--- src/rtl/usb_rx_phy_if.sv ---
// Bundle of USB pad inputs and the decoded receive stream presented to the packet decoder.
interface usb_rx_phy_if;
    logic       usb_d_p;
    logic       usb_d_n;
    logic [7:0] rx_data;
    logic       rx_valid;
    logic       rx_active;
    logic       rx_error;
    logic       bus_reset;
    logic [1:0] line_state;

    modport master (
        input  usb_d_p, usb_d_n,
        output rx_data, rx_valid, rx_active, rx_error, bus_reset, line_state
    );

    modport slave (
        output usb_d_p, usb_d_n,
        input  rx_data, rx_valid, rx_active, rx_error, bus_reset, line_state
    );
endinterface

--- src/rtl/usb_rx_phy.sv ---
// Full-speed USB receive front end: pin synchroniser, 4x oversampling bit recovery,
// NRZI decode, bit unstuffing, SYNC/EOP framing and bus-reset detection.
module usb_rx_phy #(
    parameter int CLK_PER_BIT  = 4,
    parameter int SAMPLE_PHASE = 2,
    parameter int RESET_CYCLES = 120
) (
    input  logic         clk48,
    input  logic         rst_n,
    usb_rx_phy_if.master bus
);
    localparam int PH_W  = (CLK_PER_BIT > 1) ? $clog2(CLK_PER_BIT) : 1;
    localparam int SE0_W = $clog2(RESET_CYCLES + 1);
    localparam logic [PH_W-1:0]  PH_MAX   = PH_W'(CLK_PER_BIT - 1);
    localparam logic [PH_W-1:0]  PH_SAMP  = PH_W'(SAMPLE_PHASE);
    localparam logic [PH_W-1:0]  PH_ONE   = PH_W'(1);
    localparam logic [PH_W-1:0]  PH_ZERO  = PH_W'(0);
    localparam logic [SE0_W-1:0] SE0_MAX  = SE0_W'(RESET_CYCLES);
    localparam logic [SE0_W-1:0] SE0_ONE  = SE0_W'(1);
    localparam logic [SE0_W-1:0] SE0_ZERO = SE0_W'(0);

    localparam logic [1:0] LS_SE0 = 2'b00;
    localparam logic [1:0] LS_J   = 2'b01;
    localparam logic [1:0] LS_K   = 2'b10;
    localparam logic [1:0] LS_SE1 = 2'b11;

    typedef enum logic [1:0] {
        IDLE = 2'd0,
        SYNC = 2'd1,
        DATA = 2'd2,
        ERR  = 2'd3
    } state_t;

    logic             dp_meta_r, dn_meta_r, dp_sync_r, dn_sync_r;
    logic [PH_W-1:0]  phase_r;
    logic [SE0_W-1:0] se0_cnt_r;
    logic [SE0_W-1:0] se0_cnt_next_s;
    logic             bus_reset_r;
    logic             bus_reset_set_s;
    state_t           state_r;
    logic             prev_k_r;
    logic [2:0]       bit_cnt_r;
    logic [2:0]       ones_cnt_r;
    logic [7:0]       shift_r;
    logic [7:0]       shift_next_s;
    logic             eop_r;
    logic [7:0]       rx_data_r;
    logic             rx_valid_r, rx_active_r, rx_error_r;
    logic [1:0]       ls_s, ls_next_s;
    logic             tick_s, is_jk_s, bit_s;

    assign ls_s         = {dn_sync_r, dp_sync_r};
    assign ls_next_s    = {dn_meta_r, dp_meta_r};
    assign tick_s       = (phase_r == PH_SAMP);
    assign is_jk_s      = (ls_s == LS_J) || (ls_s == LS_K);
    assign bit_s        = ((ls_s == LS_K) == prev_k_r);
    assign shift_next_s = {bit_s, shift_r[7:1]};

    // Two-flop synchroniser per pin; idles at J.
    always_ff @(posedge clk48 or negedge rst_n) begin
        if (!rst_n) begin
            dp_meta_r <= 1'b1;
            dn_meta_r <= 1'b0;
            dp_sync_r <= 1'b1;
            dn_sync_r <= 1'b0;
        end else begin
            dp_meta_r <= bus.usb_d_p;
            dn_meta_r <= bus.usb_d_n;
            dp_sync_r <= dp_meta_r;
            dn_sync_r <= dn_meta_r;
        end
    end

    // Bit-phase counter; it reads zero in the first cycle a new line level is visible.
    always_ff @(posedge clk48 or negedge rst_n) begin
        if (!rst_n) begin
            phase_r <= PH_ZERO;
        end else if (ls_next_s != ls_s) begin
            phase_r <= PH_ZERO;
        end else if (phase_r == PH_MAX) begin
            phase_r <= PH_ZERO;
        end else begin
            phase_r <= phase_r + PH_ONE;
        end
    end

    // Saturating SE0 duration count.
    always_comb begin
        se0_cnt_next_s = SE0_ZERO;
        if (ls_s != LS_SE0) begin
            se0_cnt_next_s = SE0_ZERO;
        end else if (se0_cnt_r == SE0_MAX) begin
            se0_cnt_next_s = se0_cnt_r;
        end else begin
            se0_cnt_next_s = se0_cnt_r + SE0_ONE;
        end
    end

    assign bus_reset_set_s = (ls_s == LS_SE0) && (se0_cnt_next_s == SE0_MAX);

    // Bus-reset detector state.
    always_ff @(posedge clk48 or negedge rst_n) begin
        if (!rst_n) begin
            se0_cnt_r   <= SE0_ZERO;
            bus_reset_r <= 1'b0;
        end else begin
            se0_cnt_r   <= se0_cnt_next_s;
            bus_reset_r <= bus_reset_set_s;
        end
    end

    // Receive framing FSM: SYNC hunt, data/unstuff, EOP and error recovery.
    always_ff @(posedge clk48 or negedge rst_n) begin
        if (!rst_n) begin
            state_r     <= IDLE;
            prev_k_r    <= 1'b0;
            bit_cnt_r   <= 3'd0;
            ones_cnt_r  <= 3'd0;
            shift_r     <= 8'h00;
            eop_r       <= 1'b0;
            rx_data_r   <= 8'h00;
            rx_valid_r  <= 1'b0;
            rx_active_r <= 1'b0;
            rx_error_r  <= 1'b0;
        end else begin
            rx_valid_r <= 1'b0;
            rx_error_r <= 1'b0;
            if (bus_reset_set_s) begin
                state_r     <= IDLE;
                rx_active_r <= 1'b0;
                eop_r       <= 1'b0;
                bit_cnt_r   <= 3'd0;
                ones_cnt_r  <= 3'd0;
            end else if (tick_s) begin
                if (is_jk_s) begin
                    prev_k_r <= (ls_s == LS_K);
                end
                case (state_r)
                    IDLE: begin
                        if (ls_s == LS_K) begin
                            state_r    <= SYNC;
                            ones_cnt_r <= 3'd0;
                            bit_cnt_r  <= 3'd0;
                        end
                    end
                    SYNC: begin
                        // bit_cnt_r counts SYNC zeros here, saturating at 7.
                        if (!is_jk_s) begin
                            state_r <= IDLE;
                        end else if (!bit_s) begin
                            if (bit_cnt_r != 3'd7) begin
                                bit_cnt_r <= bit_cnt_r + 3'd1;
                            end
                        end else if (bit_cnt_r >= 3'd3) begin
                            state_r     <= DATA;
                            bit_cnt_r   <= 3'd0;
                            ones_cnt_r  <= 3'd0;
                            eop_r       <= 1'b0;
                            rx_active_r <= 1'b1;
                        end else begin
                            state_r <= IDLE;
                        end
                    end
                    DATA: begin
                        if (eop_r) begin
                            if (ls_s == LS_J) begin
                                state_r     <= IDLE;
                                rx_active_r <= 1'b0;
                                eop_r       <= 1'b0;
                            end
                        end else if (ls_s == LS_SE1) begin
                            rx_error_r  <= 1'b1;
                            rx_active_r <= 1'b0;
                            state_r     <= ERR;
                            bit_cnt_r   <= 3'd0;
                        end else if (ls_s == LS_SE0) begin
                            eop_r <= 1'b1;
                            if (bit_cnt_r != 3'd0) begin
                                rx_error_r <= 1'b1;
                            end
                        end else if (ones_cnt_r == 3'd6) begin
                            if (bit_s) begin
                                rx_error_r  <= 1'b1;
                                rx_active_r <= 1'b0;
                                state_r     <= ERR;
                                bit_cnt_r   <= 3'd0;
                            end else begin
                                ones_cnt_r <= 3'd0;
                            end
                        end else begin
                            shift_r    <= shift_next_s;
                            ones_cnt_r <= bit_s ? (ones_cnt_r + 3'd1) : 3'd0;
                            bit_cnt_r  <= bit_cnt_r + 3'd1;
                            if (bit_cnt_r == 3'd7) begin
                                rx_data_r  <= shift_next_s;
                                rx_valid_r <= 1'b1;
                            end
                        end
                    end
                    ERR: begin
                        // bit_cnt_r counts consecutive J samples here.
                        if (ls_s == LS_SE0) begin
                            eop_r     <= 1'b1;
                            bit_cnt_r <= 3'd0;
                        end else if (ls_s == LS_J) begin
                            if (eop_r || (bit_cnt_r == 3'd7)) begin
                                state_r   <= IDLE;
                                eop_r     <= 1'b0;
                                bit_cnt_r <= 3'd0;
                            end else begin
                                bit_cnt_r <= bit_cnt_r + 3'd1;
                            end
                        end else begin
                            bit_cnt_r <= 3'd0;
                            eop_r     <= 1'b0;
                        end
                    end
                    default: begin
                        state_r <= IDLE;
                    end
                endcase
            end
        end
    end

    assign bus.rx_data    = rx_data_r;
    assign bus.rx_valid   = rx_valid_r;
    assign bus.rx_active  = rx_active_r;
    assign bus.rx_error   = rx_error_r;
    assign bus.bus_reset  = bus_reset_r;
    assign bus.line_state = ls_s;
endmodule

--- src/flat_wrapper.sv ---
// flat-port wrapper written by rule: the top's interface ports become plain ports
module usb_rx_phy_flat 
#(
    parameter int CLK_PER_BIT  = 4,
    parameter int SAMPLE_PHASE = 2,
    parameter int RESET_CYCLES = 120
)
  (clk48, rst_n, bus_usb_d_p, bus_usb_d_n, bus_rx_data, bus_rx_valid, bus_rx_active, bus_rx_error, bus_bus_reset, bus_line_state);
  usb_rx_phy_if bus_i ();
  input  logic clk48;
  input  logic rst_n;
  input wire logic [$bits(bus_i.usb_d_p)-1:0] bus_usb_d_p;
  input wire logic [$bits(bus_i.usb_d_n)-1:0] bus_usb_d_n;
  output wire logic [$bits(bus_i.rx_data)-1:0] bus_rx_data;
  output wire logic [$bits(bus_i.rx_valid)-1:0] bus_rx_valid;
  output wire logic [$bits(bus_i.rx_active)-1:0] bus_rx_active;
  output wire logic [$bits(bus_i.rx_error)-1:0] bus_rx_error;
  output wire logic [$bits(bus_i.bus_reset)-1:0] bus_bus_reset;
  output wire logic [$bits(bus_i.line_state)-1:0] bus_line_state;
  assign bus_i.usb_d_p = bus_usb_d_p;
  assign bus_i.usb_d_n = bus_usb_d_n;
  assign bus_rx_data = bus_i.rx_data;
  assign bus_rx_valid = bus_i.rx_valid;
  assign bus_rx_active = bus_i.rx_active;
  assign bus_rx_error = bus_i.rx_error;
  assign bus_bus_reset = bus_i.bus_reset;
  assign bus_line_state = bus_i.line_state;
  usb_rx_phy #(.CLK_PER_BIT(CLK_PER_BIT), .SAMPLE_PHASE(SAMPLE_PHASE), .RESET_CYCLES(RESET_CYCLES)) u_core (.clk48(clk48), .rst_n(rst_n), .bus(bus_i));
endmodule
--- config.mk ---
export PLATFORM = sky130hd
export DESIGN_NAME = usb_rx_phy_flat
export DESIGN_NICKNAME = d
export VERILOG_FILES = /design/src/rtl/usb_rx_phy_if.sv /design/src/rtl/usb_rx_phy.sv /design/src/flat_wrapper.sv
export SDC_FILE = /design/constraint.sdc
export NUM_CORES = 1
export LEC_CHECK = 0
export ABC_AREA = 1
export BUFFER_PORTS_ARGS = -buffer_cell sky130_fd_sc_hd__buf_4
export CAP_MARGIN = 10
export CELL_PAD_IN_SITES_DETAIL_PLACEMENT = 1
export CELL_PAD_IN_SITES_GLOBAL_PLACEMENT = 2
export CORE_ASPECT_RATIO = 1.2
export CORE_MARGIN = 2
export CORE_UTILIZATION = 35
export CTS_CLUSTER_SIZE = 20
export DETAILED_ROUTE_END_ITERATION = 12
export PLACE_DENSITY = 0.89
export SYNTH_ARGS = -nofsm -noshare
export SYNTH_HDL_FRONTEND = slang
export SYNTH_SLANG_ARGS = --single-unit
--- constraint.sdc ---
create_clock -name clk48 -period 2.6 [get_ports clk48]
set_input_delay 0.13 -clock clk48 [delete_from_list [all_inputs] [get_ports clk48]]
set_output_delay 0.13 -clock clk48 [all_outputs]
set_load 0.01 [all_outputs]
==> summary.md, run 1 <==
| Metric | Value |
|---|---|
| Largest delay contributor family on the critical path | simple AND/OR/NAND/NOR gates |
| Mapped cell area | about 2500 um^2 |
| Placer Congestion | ~0.79 |
| Most Frequent Cell on Critical Path | nand2_1 |
| Tot GR Track Use | 0.162 |
| Via density | 4.89 |
| Busiest grt layer | met2 |
| Num CTS Buffers | 5 |
| Crit path kind | reg2reg |
| Max cap viols | 0 |
| Antenna Nets Post-Route | 0 |
| Register-to-Register Setup Slack | 0.28 ns |
| FP Rows | 34 |
| DR iter-0 viols | 42 |
| Power density over the cells | 497 nW/um^2 |
| Asr flop ratio synth | 1.00 |
| Critical Path Sink Type | register |
| Area Overhead vs Synth | 12.8% |
| DPL Wire Length | 4320 um |
| Post-route setup TNS | 0 ns |
| CTS Sinks | 42 |
| CP Depth | 13 |
| Slew Limit Fails | 0 |
| Initial antenna violation count | 0 |
| CP max FO | 6 |
| CP max stage cell | dfstp_2 |
| Fill cell count | ~900 |
| Post-Route WL | 5730 um |
| #FFs+latches synth | 42 |
| Share of the synthesized area in the top cell type | 0.395 |
| IO buf count | 17 |
| WL per Instance | 13.5 um |
| Die Wd | just over 80 um |
| Via Count | between 2000 and 2500 |
| Min Hold Slack | 0.339 ns |
| Post-synth EDFFs | 0 |
| Period utilization | 0.891 |
| Mapped Nets | around 340 |
| Final hold viol count | 0 |
| Buf+Inv Stages, Crit Path | 2 |
| Skew-Pair Late Insertion Delay | between 0.3 and 0.4 ns |
| Critical path startpoint | u_core.dp_sync_r$_DFF_PN1_ |
| YS warnings | 0 |
| Vias in the first global route | 2152 |
| Initial Util | 0.355 |
| Status | complete, no violations |
| Yosys top cell by area | dfrtp_1 |
| Mean Syn Cell Area | between 8 and 9 um^2 |
| First-pass GRT wire length | between 9000 and 10000 um |
| Sequential fraction of the synthesis area | 0.416 |
| Data arrival, critical path | 2.52 ns |
| Largest net degree at the start of global routing | 43 |
| Synth Instances | between 300 and 400 |
| Die Y | 97.2 um |
| WP data required | 2.80 ns |
| Maximum vdd ir drop | 0.254 mV |
| TritonRoute pass-1 iters | 4 |
| Final setup vio count | 0 |
| Slew margin rel. | 0.647 |
| Clock transition at path regs | 0.08 ns |
| Met1 usage | 0.202 |
| Crit path capture | u_core.ones_cnt_r[0]$_DFFE_PN0P_ |
| Final min period | between 2 and 2.5 ns |
| GRT overflow | 0 |
| RSZ-0062 raised after global routing | false |
| Layout net count | approximately 360 |
| Fmax | 0.432 GHz |
| Leak pwr | 1.38 nW |
| Slowest stage delay, CP | 0.60 ns |
| # IOs | 18 |
| Clock skew | 0.0116 ns |
| Total power | 0.00142 W |
| Worst slew pin tran | 0.529 ns |
| Min-delay worst type | in2async |
| CP Launch Type | register |
| Library cells used by synthesis | 35 |
| Share of layout cells above drive strength 1 | 0.170 |
| DIE AREA | approximately 7900 um^2 |
| Cells along the critical path | inv_1 -> ha_1 -> or2_2 -> nand2_1 -> nor2_1 -> inv_1 -> nand3_1 -> nand2_1 -> nand2_1 -> nor2_2 -> nand2_1 -> nand2_1 -> nand2_1 |
| Met2 GRT Util | 0.269 |
| Clock Tree Root | clkbuf_8 |
| R2R Path End | u_core.ones_cnt_r[0]$_DFFE_PN0P_ |
| Inserted Diodes | 0 |
| CTS tree | built |
| Primary FF master, synth | dfrtp_1 |
| R2R depth | 13 |
| R2r startpoint | u_core.dp_sync_r$_DFF_PN1_ |
| Met3 usage | 0.0279 |
| Top post-synthesis cells by area | dfrtp_1 40%, nand2_1 11%, ha_1 9.4%, inv_1 7.4%, nand3_1 3.6% |
| Max Buffers Root-to-Sink | 2 |
| DRC Markers | 0 |
| H-tree depth | 2 |
| Core Region | 7150 um^2 |
==> how the worst min path moves through the flow <==
stage	to	start	slack, ns	depth (start not counted)
floorplan	u_core.bit_cnt_r[0]$_DFFE_PN0P_	rst_n	-0.17	0
global placement	u_core.dn_meta_r$_DFF_PN0_	rst_n	0.15	1
detailed placement	u_core.bus.rx_active$_DFFE_PN0P_	rst_n	0.16	1
CTS	u_core.bit_cnt_r[0]$_DFFE_PN0P_	rst_n	0.36	2
global route	u_core.dp_sync_r$_DFF_PN1_	u_core.dp_meta_r$_DFF_PN1_	0.39	0
finish	u_core.dn_meta_r$_DFF_PN0_	rst_n	0.34	2
==> per-stage QoR <==
| step | area, um^2 | cells | setup slack (ns) | util |
|---|---|---|---|---|
| after floorplan | 2530 | 313 | 0.515 | - |
| after global placement | 2730 | 414 | 0.267 | 0.382 |
| after detailed placement | 2730 | 414 | 0.206 | 0.382 |
| after CTS | 2860 | 425 | 0.191 | 0.400 |
| after global routing | 2860 | 425 | 0.0641 | 0.400 |
| final | 2860 | 425 | 0.283 | 0.400 |
==> flip-flops by register name, summed over array words and instances, names as in the netlist <==
signal	count
u_core.dp_sync_r	1
u_core.shift_r	7
u_core.eop_r	1
u_core.ones_cnt_r	3
u_core.dn_meta_r	1
u_core.state_r	2
u_core.dp_meta_r	1
u_core.bit_cnt_r	3
u_core.bus.rx_error	1
u_core.phase_r	2
u_core.dn_sync_r	1
u_core.bus.rx_data	8
u_core.bus.bus_reset	1
u_core.se0_cnt_r	7
u_core.bus.rx_valid	1
u_core.prev_k_r	1
u_core.bus.rx_active	1
==> cell families (layout without fill, tap and decap cells) <==
logic type	count (synthesis)	after routing	synth area share
AND/OR/NAND/NOR	145	145	0.265
XOR/XNOR	3	3	0.0104
flip-flops	42	42	0.416
adder cells (fa/ha/maj)	19	19	0.0938
buffers and inverters	60	82	0.100
AO/OA/AOI/OAI	44	44	0.115
==> cells in the mapped netlist (2+ instances only) <==
library cell  count
ha_1             19
nor2_4            2
nor2_1           24
dfstp_2           2
o2111ai_1         4
nand2_1          74
a21oi_1           4
nor3_1            4
dfrtp_1          40
inv_1            50
xnor2_1           2
nor4_1            2
o21ai_2           9
nor2_2            5
o21ai_1           4
nand4_1           9
nand3_2           3
o21ai_0          18
buf_2             3
buf_4             2
buf_6             2
nand3_1          18
==> layout by cell type, fill, tap and decap left out, types with 2 or more instances in the layout <==
cell type and n:
dfstp_2 2, nand4_1 9, ha_1 18, inv_1 50
a21oi_1 4, nand3_2 3, o21ai_2 9, o2111ai_1 4
nand2_1 74, nand3_1 18, dlygate4sd3_1 3, o21ai_1 4
nor3_1 4, nor2_4 2, buf_4 19, nor2_2 5
nor4_1 2, nor2_1 24, dfrtp_1 40, xnor2_1 2
clkinvlp_4 2, clkbuf_8 5, o21ai_0 18
==> timing repair <==
item,4_1_cts,5_1_grt
gates resized for setup,0,1
hold buffers,3,0
endpoints found under the hold margin,42,0
endpoints found under the setup margin,0,9
buffers inserted,0,0
==> per-layer routing <==
layer / vias up / share of wire
met2: 28 / 0.51
met4: 0 / 0.021
met3: 8 / 0.022
met5: - / 0
li1: 1040 / -
met1: 1001 / 0.45
==> power breakdown <==
part / internal, W / switching (W) / total [W]
logic: 0.0000962 / 0.000177 / 0.000273
registers: 0.000682 / 0.0000289 / 0.000711
clock network: 0.000192 / 0.000245 / 0.000437
==> area by class of cell <==
class                           instances  area (um^2)  share of cell area
Clock inverter                          3         23.8             0.00832
Timing Repair Buffer                   22          173              0.0604
Multi-Input combinational cell        211         1230               0.430
Tap cell                               90          113              0.0394
Sequential cell                        42         1050               0.369
Inverter                               52          198              0.0692
Clock buffer                            5         68.8              0.0241
(Power assumes the default switching activity.)
==> run 2, diff against run 1 <==
--- a/config.mk
+++ b/config.mk
@@ -12,5 +12,5 @@
 export CELL_PAD_IN_SITES_GLOBAL_PLACEMENT = 2
 export CORE_ASPECT_RATIO = 1.2
-export CORE_MARGIN = 2
+export CORE_MARGIN = 1.5
 export CORE_UTILIZATION = 35
 export CTS_CLUSTER_SIZE = 20
==> constraint.sdc (replaced) <==
create_clock -name clk48 -period 2.6 [get_ports clk48]
set_input_delay 0.39 -clock clk48 [delete_from_list [all_inputs] [get_ports clk48]]
set_output_delay 0.39 -clock clk48 [all_outputs]
set_load 0.01 [all_outputs]
==> run 2 against run 1 <==
Effect of this change: routed wire length increased by 2.0%; setup slack worse by 0.021 ns; die area fell by 2.2%; core utilization up 1.1 points; design area fell by 0.17%; critical path type unchanged; largest cell class unchanged; largest power group unchanged.
==> summary.md, run 2 (synthesis gave the netlist of run 1 again) <==
| Metric | Value |
|---|---|
| Share of layout cells above drive strength 1 | 0.174 (+0.00402) |
| Final hold viol count | 0 (unchanged) |
| DR iter-0 viols | 76 (+81%) |
| Placer Congestion | 0.915 (+16%) |
| FP Rows | 33 (-2.9%) |
| Crit path kind | reg2reg |
| Slew Limit Fails | 0 (unchanged) |
| Final instance area | 2850 um^2 (-0.17%) |
| CTS tree | built |
| Multi-input logic area | 1230 um^2 (unchanged) |
| Leak pwr | 1.38 nW (about the same) |
| Via density | 5.04 (+3.1%) |
| Layout net count | 355 (-0.56%) |
| Die Wd | 80.7 um (-1.2%) |
| Area Overhead vs Synth | 12.6% |
| Post-Route WL | 5850 um (+2.0%) |
| CP Launch Type | register |
| Die Y | 96.2 um (-1.0%) |
| Post-CTS setup buffer count | 0 (unchanged) |
| H-tree depth | 2 (unchanged) |
| First-pass GRT wire length | 10100 um (+1.6%) |
| Reg area | 1050 um^2 (unchanged) |
| Core Region | 6940 um^2 (-2.9%) |
| Clock transition at path regs | 0.08 ns (about the same) |
| Tot GR Track Use | 0.169 (+0.00716) |
| Commonest non-fill, non-tap cells in the layout | 74 x nand2_1, 50 x inv_1, 40 x dfrtp_1 |
| DRC Markers | 0 (unchanged) |
| Clock skew | 0.00747 ns (-0.00412 ns) |
| Num CTS Buffers | 5 (unchanged) |
| DIE AREA | 7760 um^2 (-2.2%) |
| Period utilization | 0.899 (+0.00793) |
| Comb power frac | 0.184 (-0.008) |
| Sw frac | 0.296 (-0.0217) |
| R2R depth | 13 (unchanged) |
| Cell Int Power | 0.00107 W (+9.9%) |
| Hold-fix buffers, CTS | 0 (-3) |
| Min-delay worst type | in2async |
| Fmax | 0.428 GHz (-0.88%) |
| Data arrival, critical path | 2.53 ns (about the same) |
| Net Sw Power | 0.000448 W (-0.73%) |
| Max Buffers Root-to-Sink | 2 (unchanged) |
| Initial antenna violation count | 0 (unchanged) |
| CP max FO | 15 (+9) |
| Final setup vio count | 0 (unchanged) |
| Initial Util | 0.365 (+0.0107) |
| Post-route setup TNS | 0 ns (unchanged) |
| Critical Path Sink Type | register |
| Reg power frac | 0.468 (-0.032) |
| Worst slew pin tran | 0.549 ns (+0.0196 ns) |
| Clock network power share | 0.348 (+0.040) |
| Clock Tree Root | clkbuf_8 |
| WL per Instance | 13.9 um (+3.2%) |
| Maximum vdd ir drop | 0.208 mV (-18%) |
| Via Count | 2117 (+1.9%) |
| Max FFs per register | 8 (unchanged) |
| WP data required | 2.80 ns (about the same) |
| Placed cell area | 2740 um^2 (+0.14%) |
| Final min period | 2.34 ns (+0.0206 ns) |
| TritonRoute pass-1 iters | 4 (unchanged) |
| IO buf count | 17 (unchanged) |
| CTS Sinks | 42 (unchanged) |
| Vias in the first global route | 2226 (+3.4%) |
| Slew margin rel. | 0.634 (-0.0130) |
| Antenna Nets Post-Route | 0 (unchanged) |
| Most common cell after layout, fill and taps aside | nand2_1 |
| Fill cell count | 860 (-4.1%) |
| Min Hold Slack | 0.0746 ns (-0.265 ns) |
| Status | complete, no violations |
| Max cap viols | 0 (unchanged) |
| # IOs | 18 (unchanged) |
| Inserted Diodes | 0 (unchanged) |
| Largest net degree at the start of global routing | 43 (unchanged) |
| RSZ-0062 raised after global routing | false |
| DPL Wire Length | 4450 um (+3.1%) |
| GRT overflow | 0 (unchanged) |
| Power density over the cells | 531 nW/um^2 (+6.7%) |
| Skew-Pair Late Insertion Delay | 0.30 ns (about the same) |
==> run 2: cell count changes in the layout (fill, tap and decap cells not counted), sizes merged <==
cell	change
buf	+1
bufinv	+1
inv	-1
dlygate4sd3	-3
==> run 2: worst paths after layout <==
check	slack [ns]	end	start
min in group clk48	0.19	u_core.dp_meta_r$_DFF_PN1_	bus_usb_d_p
max	0.26	u_core.ones_cnt_r[2]$_DFFE_PN0P_	u_core.dn_sync_r$_DFF_PN0_
min	0.07	u_core.se0_cnt_r[6]$_DFF_PN0_	rst_n
min reg2reg	0.38	u_core.dp_sync_r$_DFF_PN1_	u_core.dp_meta_r$_DFF_PN1_
max reg2reg	0.26	u_core.ones_cnt_r[2]$_DFFE_PN0P_	u_core.dn_sync_r$_DFF_PN0_
max in group asynchronous	2.15	u_core.se0_cnt_r[2]$_DFF_PN0_	rst_n
==> run 2: cell type report <==
type | instances | share of cell area
Clock buffer | 5 | 0.0241
Multi-Input combinational cell | 211 | 0.431
Sequential cell | 42 | 0.369
Timing Repair Buffer | 20 | 0.0526
Clock inverter | 3 | 0.0158
Inverter | 52 | 0.0693
Tap cell | 87 | 0.0382
==> run 2: timing repair <==
action | 4_1_cts | 5_1_grt
endpoints found under the hold margin | 0 | 0
resized for setup | 0 | 1
setup endpoints to repair | 0 | 3
==> run 2: worst max-delay path: stages (launching register included) <==
cell and delay, ns:
dfrtp_1 0.46, inv_1 0.17, ha_2 0.29, inv_1 0.16, nor2_2 0.17, nand2_1 0.10, nor2_4 0.13, nand2_4 0.15
nand2_1 0.13, nand2_1 0.07, nor2_2 0.16, nand2_1 0.12, nand2_1 0.09, nand2_1 0.05
==> run 2: power groups by stage <==
stage / sequential [W] / clock (W) / combinational, W
5_1_grt: 0.000714 / 0.000569 / 0.000320
2_1_floorplan: 0.000719 / 0 / 0.000176
3_5_place_dp: 0.000723 / 0 / 0.000276
4_1_cts: 0.000709 / 0.000548 / 0.000279
6_report: 0.000708 / 0.000527 / 0.000279
3_3_place_gp: 0.000720 / 0 / 0.000270
==> run 2: per-stage QoR <==
stage	setup WS, ns	cells	power (W)	utilization
2_1_floorplan	0.515	313	0.000895	-
3_3_place_gp	0.323	412	0.000990	0.394
3_5_place_dp	0.202	412	0.000999	0.394
4_1_cts	0.173	420	0.00154	0.411
5_1_grt	0.0695	420	0.00160	0.411
6_report	0.262	420	0.00151	0.411
==> run 2: per-layer routing <==
layer	vias to the layer above	track usage	wire length, um
li1	1041	-	-
met1	1036	0.200	2570
met2	29	0.305	3020
met3	11	0.0284	136
met4	0	0.0603	111
met5	-	0	0
